`config.mk`:
```
export PLATFORM = sky130hd
export DESIGN_NAME = hazard_scoreboard
export DESIGN_NICKNAME = d
export VERILOG_FILES = /design/src/rtl/hazard_scoreboard_pkg.sv /design/src/rtl/hazard_src_check.sv /design/src/rtl/hazard_scoreboard.sv
export SDC_FILE = /design/constraint.sdc
export NUM_CORES = 1
export LEC_CHECK = 0
export BUFFER_PORTS_ARGS = -buffer_cell sky130_fd_sc_hd__buf_4
export CAP_MARGIN = 20
export CELL_PAD_IN_SITES_DETAIL_PLACEMENT = 0
export CELL_PAD_IN_SITES_GLOBAL_PLACEMENT = 1
export CORE_ASPECT_RATIO = 0.75
export CORE_MARGIN = 5
export CORE_UTILIZATION = 33
export CTS_CLUSTER_SIZE = 16
export DETAILED_ROUTE_END_ITERATION = 12
export PLACE_DENSITY_LB_ADDON = 0.2
export SLEW_MARGIN = 15
export SYNTH_ARGS = -nofsm -noshare
export SYNTH_HDL_FRONTEND = slang
export SYNTH_HIERARCHICAL = 1
export SYNTH_SLANG_ARGS = --single-unit
export TNS_END_PERCENT = 50
```
`constraint.sdc`:
```
create_clock -name clk -period 2.15 [get_ports clk]
set_input_delay 0.43 -clock clk [delete_from_list [all_inputs] [get_ports clk]]
set_output_delay 0.43 -clock clk [all_outputs]
set_load 0.02 [all_outputs]
```
`src/rtl/hazard_scoreboard_pkg.sv`:
```
// Shared constants, entry layout and the saturating Tnew decrement for the
// hazard scoreboard. Register and Tnew/Tuse widths are fixed here for all files.
package hazard_scoreboard_pkg;

  localparam int NREG_W  = 5;
  localparam int T_W     = 2;
  localparam int ENTRY_W = NREG_W + T_W;

  localparam logic [1:0] FWD_RF = 2'd0;
  localparam logic [1:0] FWD_E  = 2'd1;
  localparam logic [1:0] FWD_M  = 2'd2;
  localparam logic [1:0] FWD_W  = 2'd3;

  localparam logic [T_W-1:0] TUSE_NONE = 2'd3;

  // addr == 0 marks an empty slot ($0 is never a real destination).
  typedef struct packed {
    logic [NREG_W-1:0] addr;
    logic [T_W-1:0]    tnew;
  } entry_t;

  function automatic logic [T_W-1:0] sat_dec(input logic [T_W-1:0] x);
    return (x == '0) ? '0 : x - 1'b1;
  endfunction

endpackage

```
`src/rtl/hazard_src_check.sv`:
```
// Hazard check for one D-stage source operand against the E/M/W entries:
// produces that source's stall term and its forwarding select.
module hazard_src_check
  import hazard_scoreboard_pkg::*;
(
  input  logic [NREG_W-1:0]  src_addr,
  input  logic [T_W-1:0]     tuse,
  input  logic [ENTRY_W-1:0] entry_e,
  input  logic [ENTRY_W-1:0] entry_m,
  input  logic [ENTRY_W-1:0] entry_w,
  output logic               stall,
  output logic [1:0]         sel
);

  entry_t e, m, w;
  logic   match_e, match_m, match_w;

  assign e = entry_e;
  assign m = entry_m;
  assign w = entry_w;

  assign match_e = (src_addr != '0) && (e.addr == src_addr);
  assign match_m = (src_addr != '0) && (m.addr == src_addr);
  assign match_w = (src_addr != '0) && (w.addr == src_addr);

  assign stall = (match_e && (e.tnew > tuse)) || (match_m && (m.tnew > tuse));

  // The youngest match decides: a producer still in flight blocks older copies.
  always_comb begin
    // NOTE: default first so every path assigns sel and no latch is inferred.
    sel = FWD_RF;
    if (match_e)      sel = (e.tnew == '0) ? FWD_E : FWD_RF;
    else if (match_m) sel = (m.tnew == '0) ? FWD_M : FWD_RF;
    else if (match_w) sel = (w.tnew == '0) ? FWD_W : FWD_RF;
  end

endmodule

```
`src/rtl/hazard_scoreboard.sv`:
```
// Five-stage pipeline hazard controller: E/M/W destination/Tnew tracking,
// stall and D-stage forwarding selects. HAZARD_PERF_CNT_EN builds stall_cnt.
module hazard_scoreboard
  import hazard_scoreboard_pkg::*;
(
  input  logic              clk,
  input  logic              reset,
  input  logic [NREG_W-1:0] d_a1,
  input  logic [NREG_W-1:0] d_a2,
  input  logic [T_W-1:0]    d_tuse_rs,
  input  logic [T_W-1:0]    d_tuse_rt,
  input  logic [NREG_W-1:0] d_waddr,
  input  logic [T_W-1:0]    d_tnew,
  input  logic              flush,
  output logic              stall,
  output logic [1:0]        fwd_rs_sel,
  output logic [1:0]        fwd_rt_sel,
  output logic [31:0]       stall_cnt
);

  entry_t e_q, m_q, w_q;
  logic   stall_rs, stall_rt;

  // NOTE: state registers use non-blocking assignments so every entry
  // samples the pre-edge values of its neighbours.
  always_ff @(posedge clk or posedge reset) begin
    if (reset) begin
      e_q <= '0;
      m_q <= '0;
      w_q <= '0;
    end else if (flush) begin
      e_q <= '0;
      m_q <= '0;
      w_q <= '0;
    end else begin
      w_q <= '{addr: m_q.addr, tnew: sat_dec(m_q.tnew)};
      m_q <= '{addr: e_q.addr, tnew: sat_dec(e_q.tnew)};
      e_q <= stall ? entry_t'('0) : '{addr: d_waddr, tnew: sat_dec(d_tnew)};
    end
  end

  hazard_src_check u_rs_check (
    .src_addr (d_a1),
    .tuse     (d_tuse_rs),
    .entry_e  (e_q),
    .entry_m  (m_q),
    .entry_w  (w_q),
    .stall    (stall_rs),
    .sel      (fwd_rs_sel)
  );

  hazard_src_check u_rt_check (
    .src_addr (d_a2),
    .tuse     (d_tuse_rt),
    .entry_e  (e_q),
    .entry_m  (m_q),
    .entry_w  (w_q),
    .stall    (stall_rt),
    .sel      (fwd_rt_sel)
  );

  assign stall = stall_rs | stall_rt;

`ifdef HAZARD_PERF_CNT_EN
  logic [31:0] stall_cnt_q;

  // Flush cycles are not real stalls: the stalled instruction is killed.
  always_ff @(posedge clk or posedge reset) begin
    if (reset)                stall_cnt_q <= '0;
    else if (stall && !flush) stall_cnt_q <= stall_cnt_q + 32'd1;
  end

  assign stall_cnt = stall_cnt_q;
`else
  assign stall_cnt = '0;
`endif

endmodule

```
==> results.yml, run 1 <==
place:
  numPlacedInstances: 260
  gp_congestion: 0.8848
  portBuffers: 28
  placed_area_sq_um: 1848
  hpwl_um: 2812
setup_path:
  r2r-end: "e_q[0]$_DFF_PP0_"
  critical-path-slowest-cell: "dfrtp_1"
  r2r_setup_slack_ns: 0.24
  crit_path_end_kind: "output port"
  timing.critical_path.arrival_ns: 1.93
  worst-path-buf-inv: 1
  worst_r2r_path_depth: 7
  crit_required_ns: 1.72
  setup.worst_path.start_class: "flop"
  critPathMaxStageDelay_ns: 0.44
  critical_path.max_fanout: 3
  timing.rr.start: "m_q[1]$_DFF_PP0_"
  cp_cell_sequence: "xor2_1, nor3_2, nand3_2, or4_1, o21ai_2, buf_4"
  crit_type: "flop to output port"
  cpLargestDelayFamily: "simple AND/OR/NAND/NOR gates"
clock_network:
  cts_max_path_buffers: 2
  worstSkewPairLatency_ns: 0.26
  clk_pin_slew_worst_paths_ns: 0.08
  clock_tree_from_tritoncts: "built"
  cts_hold_buffers: 0
  htree_num_levels: 1
  cts_made_buffers: 3
  cts.sink_count: 21
  clock_root_buffer: "clkbuf_8"
sta:
  max_slew_margin_pct: 48.78
  maximum_clock_frequency_mhz: 423.3
  timing_max_transition_violations_final: 0
  hold_viol_final: 0
  timing.final.ws_setup_ns: -0.2126
  layout_min_cycle_time_ns: 2.363
  final.setup_skew_ns: 0.004800
  final_min_period_over_clock_period_pct: 109.9
  finalSetupViolations: 5
  worst_pin_slew_ns: 0.7674
  grt_setup_unrepaired: "yes"
drt:
  drt-initial-drc-count: 40
  drtPass1Iterations: 4
  drt-vias-per-instance: 4.421
  routedWlPerCell_um: 12.76
  wl_um: 3395
  drt.antenna.violating_nets: 0
  drc: 0
  total_via_count_in_the_routed_design: 1176
grt:
  grt.total_usage_pct: 10.30
  grt_start_max_net_pins: 22
  antenna_found_initial: 0
  first_global_vias: 1139
  first_pass_grt_wire_length_um: 5402
  grt_overflow: 0
synth:
  synthesis.yosys.warnings: 6
  synth_top_flop_cell: "dfrtp_1"
  postSynthAreaPerCell_sq_um: 9.779
  netlist.top_cell.by_area: "dfrtp_1"
  synth_cell_type_count: 29
  mappedNetlistArea_sq_um: 1594
  synth_cells: 163
  yosys_reg_bits: 21
  synth_top_area_share_pct: 32.97
  share_of_synthesized_area_occupied_by_flip_flops_and_latches_pct: 32.97
  synth_edf_count: 0
  synth.area.top_cells: "dfrtp_1, buf_4, xor2_1, ha_1, xnor2_1"
  postSynth.asyncResetShare_pct: 100.0
min_path:
  hold_path.class: "primary input to async pin"
finish:
  fin_area_sq_um: 1998
  nFillCells: 450
  post_route_cells_drive_above_1_share_pct: 34.93
  nets: 242
  regArea_sq_um: 525.5
  multi_input_comb_area_sq_um: 977.2
  number_of_inserted_diodes: 0
  area_growth_syn_to_layout_pct: 25.35
  utilization_pct: 43.71
  final-instance-count-excl-fill: 266
power:
  power_switching_uw: 294.0
  combinationalPowerShare_pct: 26.7
  leakage_uw: 0.001044
  sw_frac_of_total_pct: 31.28
  seq_power_share_pct: 45.8
  clkPwrFrac_pct: 27.6
  cell_internal_pwr_uw: 645.8
  cellPowerDensity_nw_per_um2: 470.4
  vdd.ir_drop.worst_mv: 0.3130
die:
  die_width_um: 90.25
  placement_rows: 21
  core-area_sq_um: 4572
  boundaryPins: 61
  initial_cell_density_of_the_core_pct: 34.87
  die_h_um: 70.19
  fp.dieArea_sq_um: 6335
run_status:
  failing_checks: "negative setup slack"
  status: "complete, but fails checks"
flow_run:
  max-cap-violations: 0
## per-layer routing
layer,vias up,track usage [%],part of all wire (%)
li1,570,-,-
met5,-,0,0
met4,0,2.479,0.71
met1,561,15.14,48
met2,42,15.50,44
met3,3,1.931,6.9
## layout by cell type (no fill, tap or decap)
master      instances
a21oi_1             5
nor2_1              2
nand4_1             2
and3b_1             3
a2111oi_4           1
clkinvlp_4          1
o41ai_2             2
nor3_2              2
buf_4              43
nor3_1              2
nor2b_1             9
or4_1               1
nand3_2             2
a2111oi_2           1
inv_1              11
ha_1                8
or4_4               3
nor2_4              2
xnor2_1             8
nor4_1              4
clkbuf_8            3
nor3_4              1
o21ai_2             2
dfrtp_1            21
or2_4               1
a21o_1              2
and2b_1             1
and2_2              5
buf_6               1
and3_1              1
conb_1             32
nor3b_2             2
xor2_1             22
a21oi_2             1
nand3_1             2
## per-stage QoR
stage | TNS, ns | worst slack (ns) | total power (uW) | hold WS (ns)
finish | -0.8174 | -0.2126 | 939.8 | 0.3053
floorplan | 0 | 0.03338 | 622.7 | 0.4065
global placement | -0.8432 | -0.2126 | 665.2 | 0.5436
CTS | -0.7538 | -0.2291 | 937.6 | 0.3243
global route | -1.140 | -0.2849 | 986.6 | 0.3792
detailed placement | -1.326 | -0.2353 | 671.2 | 0.5351
## area by class of cell
| type | instances | area share, % |
|---|---|---|
| Timing Repair Buffer | 44 | 16.72 |
| Inverter | 11 | 2.066 |
| Multi-Input combinational cell | 129 | 48.90 |
| Sequential cell | 21 | 26.30 |
| Clock buffer | 3 | 2.066 |
| Tap cell | 57 | 3.569 |
| Clock inverter | 1 | 0.3757 |
## how the worst max path moves through the flow
stage | startpoint | endpoint | slack, ns | cells after the start
finish | m_q[6]$_DFF_PP0_ | fwd_rt_sel[1] | -0.21 | 6
global route | m_q[6]$_DFF_PP0_ | fwd_rs_sel[1] | -0.28 | 6
CTS | m_q[3]$_DFF_PP0_ | fwd_rs_sel[1] | -0.23 | 6
detailed placement | d_a1[1] | stall | -0.24 | 7
global placement | d_a1[1] | stall | -0.21 | 7
floorplan | d_a2[1] | stall | 0.03 | 5
## cells in the mapped netlist, types with 3 or more instances
cell and n:
a21oi_1 6, inv_1 11, xor2_1 22, ha_1 8, nor2b_1 9, buf_4 32, dfrtp_1 21, and3b_1 3
or4_1 4, nor4_1 4, and2_2 5, nand3_1 4, xnor2_1 8
## sequential cells by signal (all words and copies together) (netlist names)
register  cells
m_q           7
w_q           7
e_q           7
## power by group through the flow
stage / combinational (uW) / sequential, uW / clock (uW)
5_1_grt: 275 / 432 / 279
4_1_cts: 244 / 429 / 264
3_3_place_gp: 227 / 438 / 0
6_report: 251 / 430 / 259
3_5_place_dp: 234 / 437 / 0
2_1_floorplan: 193 / 429 / 0
## repair_timing
item | in CTS | in global routing
hold endpoints to repair | 0 | 0
gates cloned | 0 | 0
buffers inserted | 1 | 1
setup endpoints to repair | 5 | 5
resized for setup | 11 | 7
pin swaps | 1 | 2
## cells by family after synthesis
group / share of synthesized area [%]
adder cells (fa/ha/maj): 6.280
AO/OA/AOI/OAI: 5.652
AND/OR/NAND/NOR: 20.02
flip-flops: 32.97
XOR/XNOR: 16.48
buffers and inverters: 18.37
other: 0.2353
No activity file was read; power rests on OpenSTA's default activity.
==> inputs of run 2 (changes only) <==
--- a/config.mk
+++ b/config.mk
@@ -14,6 +14,7 @@
 export CORE_UTILIZATION = 33
 export CTS_CLUSTER_SIZE = 16
 export DETAILED_ROUTE_END_ITERATION = 12
+export GPL_TIMING_DRIVEN = 0
 export PLACE_DENSITY_LB_ADDON = 0.2
 export SLEW_MARGIN = 15
 export SYNTH_ARGS = -nofsm -noshare
==> run 2 against run 1 <==
The flow still finishes with violations (negative setup slack); critical path type is now primary input to output port; via count shrank 2.0%; clock power fell by 7%; final area is 8.6% higher; hold slack better by 0.0070 ns; combinational power grew 13%; worst setup slack better by 0.029 ns; critical endpoint is now stall; largest power group unchanged; largest cell class unchanged; routed wire length is 2.3% lower; maximum frequency rose by 1.3%.
==> results.yml, run 2 (same netlist as run 1, synthesis figures left out) <==
run_status:
  status: "complete, but fails checks"
  failing_checks: "negative setup slack"
clock_network:
  clk_pin_slew_worst_paths_ns: 0.07
  clock_root_buffer: "clkbuf_8"
  htree_num_levels: 1
  cts_max_path_buffers: 2
  clock_tree_from_tritoncts: "built"
  worstSkewPairLatency_ns: 0.25
  cts_made_buffers: 3
  cts.sink_count: 21
grt:
  grt.met3_usage_pct: 3.112
  use_met1_pct: 15.52
  grt_overflow: 0
  grt_start_max_net_pins: 22
  antenna_found_initial: 0
  grt.total_usage_pct: 10.63
  first_pass_grt_wire_length_um: 5644
  grt_busiest_layer: "met2"
  grtUsageMet2_pct: 15.58
  first_global_vias: 1184
finish:
  most-common-layout-cells: "buf_4, conb_1, xor2_1"
  number_of_inserted_diodes: 0
  area_growth_syn_to_layout_pct: 36.19
  post_route_cells_drive_above_1_share_pct: 40.52
  largest_registers: "e_q: 7 flops, m_q: 7 flops, w_q: 7 flops"
  nets: 265
  multi_input_comb_area_sq_um: 954.7
  regArea_sq_um: 525.5
  nFillCells: 444
  utilization_pct: 47.48
  layout_commonest_cell: "buf_4"
  fin_area_sq_um: 2171
sta:
  worst_pin_slew_ns: 0.7482
  hold_viol_final: 0
  timing.setup.tns_ns: -0.5869
  max_slew_margin_pct: 50.07
  final_min_period_over_clock_period_pct: 108.5
  timing_max_transition_violations_final: 0
  final.hold.worst_slack_ns: 0.3124
  maximum_clock_frequency_mhz: 428.6
  grt_setup_unrepaired: "yes"
  final.setup_skew_ns: 0.0006241
  timing.final.ws_setup_ns: -0.1832
  layout_min_cycle_time_ns: 2.333
  finalSetupViolations: 5
power:
  vdd.ir_drop.worst_mv: 0.2934
  cellPowerDensity_nw_per_um2: 439.3
  leakage_uw: 0.001173
setup_path:
  setup.worst_path.start_class: "primary input"
  crit_type: "primary input to output port"
  crit_required_ns: 1.72
  critical_path.max_fanout: 4
  crit_path_end_kind: "output port"
  timing.critical_path.arrival_ns: 1.90
die:
  placement_rows: 21
  die_h_um: 70.19
  core-area_sq_um: 4572
  boundaryPins: 61
  initial_cell_density_of_the_core_pct: 34.87
  die_width_um: 90.25
  fp.dieArea_sq_um: 6335
drt:
  drtPass1Iterations: 4
  drc: 0
  total_via_count_in_the_routed_design: 1153
  drt-initial-drc-count: 39
  wl_um: 3318
  drt.antenna.violating_nets: 0
  routedWlPerCell_um: 11.48
  drt-vias-per-instance: 3.990
place:
  hpwl_um: 2800
  gp_congestion: 0.7458
  portBuffers: 28
  place_worst_setup_slack_ns: -0.3116
  placed_area_sq_um: 1994
flow_run:
  max-cap-violations: 0
min_path:
  hold_path.class: "primary input to async pin"
==> run 2: changes by cell type in the layout (fill, tap and decap cells not counted), sizes merged <==
| cell | delta |
|---|---|
| buf | +23 |
| clkbuf | +1 |
| clkinvlp | -1 |
==> run 2: final timing paths <==
| path | from | endpoint | slack [ns] | depth (start not counted) |
|---|---|---|---|---|
| setup / recovery | d_a1[3] | stall | -0.18 | 7 |
| hold / removal | reset | e_q[5]$_DFF_PP0_ | 0.31 | 2 |
| setup reg to reg | m_q[1]$_DFF_PP0_ | e_q[0]$_DFF_PP0_ | 0.18 | 8 |
| hold reg to reg | m_q[0]$_DFF_PP0_ | w_q[0]$_DFF_PP0_ | 0.56 | 1 |
| max in group asynchronous | reset | w_q[2]$_DFF_PP0_ | 1.37 | 2 |
| min in group clk | d_waddr[0] | e_q[2]$_DFF_PP0_ | 0.40 | 2 |
==> run 2: worst max-delay path, cell delays in order <==
cell and delay [ns]:
buf_8 0.09, or4_4 0.54, nor2_4 0.18, nor2_2 0.07
a21o_1 0.21, or2_4 0.25, buf_6 0.13
==> run 2: power by group <==
| group | total, uW | switching [uW] | internal [uW] | leakage, uW |
|---|---|---|---|---|
| Combinational | 283 | 146 | 137 | 0.000867 |
| Sequential | 430 | 20.6 | 409 | 0.000283 |
| Clock | 241 | 109 | 131 | 0.0000228 |
| Total | 954 | 276 | 678 | 0.00117 |
==> run 2: through the flow <==
step                      instances  total power (uW)
after floorplan                 194             622.7
after global placement          279             698.0
after detailed placement        279             700.0
after CTS                       288             959.0
after global routing            289              1016
final                           289             953.7
==> run 2: what timing repair did <==
action / in CTS / in global routing
endpoints found under the setup margin: 5 / 5
gates resized for setup: 17 / 5
endpoints found under the hold margin: 0 / 0
buffers inserted: 5 / 1
pin swaps: 7 / 0
hold buffers: 0 / 0
==> run 2: cell type report <==
class / count / area share [%]
multi-input cells: 129 / 43.98
flip-flops and latches: 21 / 24.21
repair buffers: 34 / 12.97
plain buffers: 33 / 11.59
well taps: 57 / 3.285
clock buffers: 4 / 2.075
inverters: 11 / 1.902
==> run 2: layer usage <==
| metal | share of wire, % | wire length, um |
|---|---|---|
| met5 | 0 | 0 |
| met4 | 0 | 0 |
| met3 | 7.0 | 233 |
| met2 | 42 | 1396 |
| met1 | 51 | 1689 |
==> inputs of run 3 (changes only) <==
--- a/config.mk
+++ b/config.mk
@@ -5,13 +5,14 @@
 export SDC_FILE = /design/constraint.sdc
 export NUM_CORES = 1
 export LEC_CHECK = 0
+export ABC_AREA = 1
 export BUFFER_PORTS_ARGS = -buffer_cell sky130_fd_sc_hd__buf_4
 export CAP_MARGIN = 20
 export CELL_PAD_IN_SITES_DETAIL_PLACEMENT = 0
 export CELL_PAD_IN_SITES_GLOBAL_PLACEMENT = 1
 export CORE_ASPECT_RATIO = 0.75
 export CORE_MARGIN = 5
-export CORE_UTILIZATION = 33
+export CORE_UTILIZATION = 31
 export CTS_CLUSTER_SIZE = 16
 export DETAILED_ROUTE_END_ITERATION = 12
 export GPL_TIMING_DRIVEN = 0
==> run 3 against run 2 <==
The run now ends clean; sequential share of layout area decreased by 2.4 points; via count increased by 46%; cell count increased by 52%; maximum frequency increased by 14%; register-to-register slack improved by 0.38 ns; non-clock buffer count decreased by 5; worst setup slack improved by 0.28 ns; hold slack got worse by 0.0042 ns; area after synthesis increased by 19%; die area increased by 23%; power increased by 5.6%; critical endpoint unchanged.
==> results.yml, run 3 <==
run_status:
  status: "completed"
min_path:
  hold_path.class: "primary input to async pin"
drt:
  drt-initial-drc-count: 86
  drc: 0
  wl_um: 4160
  drt.antenna.violating_nets: 0
  drt-vias-per-instance: 3.814
  drtPass1Iterations: 4
  total_via_count_in_the_routed_design: 1678
  routedWlPerCell_um: 9.455
power:
  vdd.ir_drop.worst_mv: 0.3313
  cellPowerDensity_nw_per_um2: 413.8
  leakage_uw: 0.001389
clock_network:
  cts.sink_count: 21
  worstSkewPairLatency_ns: 0.26
  cts_made_buffers: 3
  clk_pin_slew_worst_paths_ns: 0.07
  cts_max_path_buffers: 2
  clock_tree_from_tritoncts: "built"
  clock_root_buffer: "clkbuf_8"
  htree_num_levels: 1
finish:
  nets: 395
  number_of_inserted_diodes: 0
  most-common-layout-cells: "nand2_1, buf_4, inv_1"
  post_route_cells_drive_above_1_share_pct: 27.07
  area_growth_syn_to_layout_pct: 28.30
  layout_commonest_cell: "nand2_1"
  nFillCells: 653
  regArea_sq_um: 531.8
  final-instance-count-excl-fill: 440
  largest_registers: "e_q: 7 flops, m_q: 7 flops, w_q: 7 flops"
  multi_input_comb_area_sq_um: 1069
  fin_area_sq_um: 2434
sta:
  max_slew_margin_pct: 48.81
  timing_max_transition_violations_final: 0
  hold_viol_final: 0
  maximum_clock_frequency_mhz: 487.0
  final_min_period_over_clock_period_pct: 95.51
  timing.final.ws_setup_ns: 0.09653
  grt_setup_unrepaired: "yes"
  finalSetupViolations: 0
  final.setup_skew_ns: 0.003196
  worst_pin_slew_ns: 0.7671
  layout_min_cycle_time_ns: 2.053
setup_path:
  cp_cell_sequence: "ha_4, inv_2, o21bai_1, nand4_1, nand2_2, nor2_4, inv_2, buf_6"
  timing.critical_path.arrival_ns: 1.62
  crit_path_end_kind: "output port"
  cpLargestDelayFamily: "flip-flops"
  critPathMostFrequentCell: "inv_2"
  critPathMaxStageDelay_ns: 0.48
  crit_type: "flop to output port"
  crit_required_ns: 1.72
  worst-path-buf-inv: 3
  setup.worst_path.start_class: "flop"
  critical-path-slowest-cell: "dfrtp_2"
  critical_path.max_fanout: 6
grt:
  grt_start_max_net_pins: 22
  first_pass_grt_wire_length_um: 6796
  grt_overflow: 0
  grt.total_usage_pct: 10.71
  first_global_vias: 1528
  antenna_found_initial: 0
place:
  numPlacedInstances: 435
  gp_congestion: 0.8227
  placed_area_sq_um: 2321
  portBuffers: 28
  place_worst_setup_slack_ns: 0.1652
  hpwl_um: 3607
die:
  die_h_um: 77.74
  core-area_sq_um: 5886
  initial_cell_density_of_the_core_pct: 32.23
  fp.dieArea_sq_um: 7799
  die_width_um: 100.3
  placement_rows: 24
  boundaryPins: 61
synth:
  synth_cell_type_count: 16
  synth_edf_count: 0
  netlist.top_cell.by_area: "dfrtp_1"
  post-synth-top-count-cell: "nand2_1"
  synthesis.yosys.warnings: 6
  postSynthAreaPerCell_sq_um: 6.365
  synth_top_flop_cell: "dfrtp_1"
  yosys_reg_bits: 21
  synth_cells: 298
  share_of_synthesized_area_occupied_by_flip_flops_and_latches_pct: 27.70
  yosys-top-cells-count: "nand2_1, inv_1, nor2_1"
  synth.area.top_cells: "dfrtp_1, nand2_1, buf_4, inv_1, nor2_1"
  postSynth.asyncResetShare_pct: 100.0
  synth_top_area_share_pct: 27.70
  mappedNetlistArea_sq_um: 1897
flow_run:
  max-cap-violations: 0
## run 3: cell count changes in the layout (fill, tap and decap cells not counted), moves of 5 or more
cell,change
inv_2,+7
inv_1,+41
and2_2,-5
nor2b_1,-9
a21oi_1,-6
nand3_1,+10
nand2_1,+91
nor2_2,+11
dfrtp_1,-5
dfrtp_2,+5
xor2_1,-20
nor2_1,+38
## run 3: metrics by stage
stage               util, %  hold WS, ns   TNS [ns]  power, uW
floorplan                 -       0.4065          0      663.6
global placement      39.43       0.5580          0      745.8
detailed placement    39.43       0.5578          0      749.7
CTS                   40.37       0.3455          0       1007
global route          41.35       0.3560  -0.003432       1074
finish                41.35       0.3082          0       1007
## run 3: layer usage
metal  vias up  global-route usage [%]  wire length, um
met4         0                   2.826               43
li1        933                       -                -
met3         5                   1.344              271
met2        40                   15.41             1680
met5         -                       0                0
met1       700                   16.65             2165
## run 3: what timing repair did
action	CTS	global route
buffers inserted	1	0
setup endpoints to repair	1	1
gates resized for setup	2	12
hold buffers	0	0
cloned	0	0
pin swaps	1	5
## run 3: area by class of cell
class / instances / area share, %
clock buffer: 4 / 1.851
sequential: 21 / 21.85
multi-input combinational: 216 / 43.91
buffer: 33 / 10.18
timing repair buffer: 29 / 9.100
tap: 78 / 4.010
inverter: 59 / 9.100
## run 3: final timing paths
kind | startpoint | end | slack [ns] | cells past startpoint
worst max-delay path | e_q[1]$_DFF_PP0_ | stall | 0.1 | 8
worst min-delay path | reset | e_q[2]$_DFF_PP0_ | 0.31 | 2
worst max register to register | e_q[1]$_DFF_PP0_ | e_q[2]$_DFF_PP0_ | 0.56 | 9
worst min register to register | m_q[0]$_DFF_PP0_ | w_q[0]$_DFF_PP0_ | 0.52 | 1
max in group asynchronous | reset | m_q[1]$_DFF_PP0_ | 1.31 | 2
min in group clk | flush | m_q[6]$_DFF_PP0_ | 0.35 | 2
## run 3: logic make-up after synthesis
kind of cell	after synthesis	share of synthesized area [%]
adders and majority gates	8	5.277
xor gates and xnor gates	10	4.618
AOI/OAI and AO/OA	4	1.583
buffers and inverters	92	24.74
and+or+nand+nor	162	35.88
other	1	0.1977
DFF	21	27.70
## run 3: report_power, final
part	switching [uW]	internal (uW)	leakage, uW
registers	22.9	409	0.000275
logic	180	138	0.00109
clock network	124	132	0.0000228
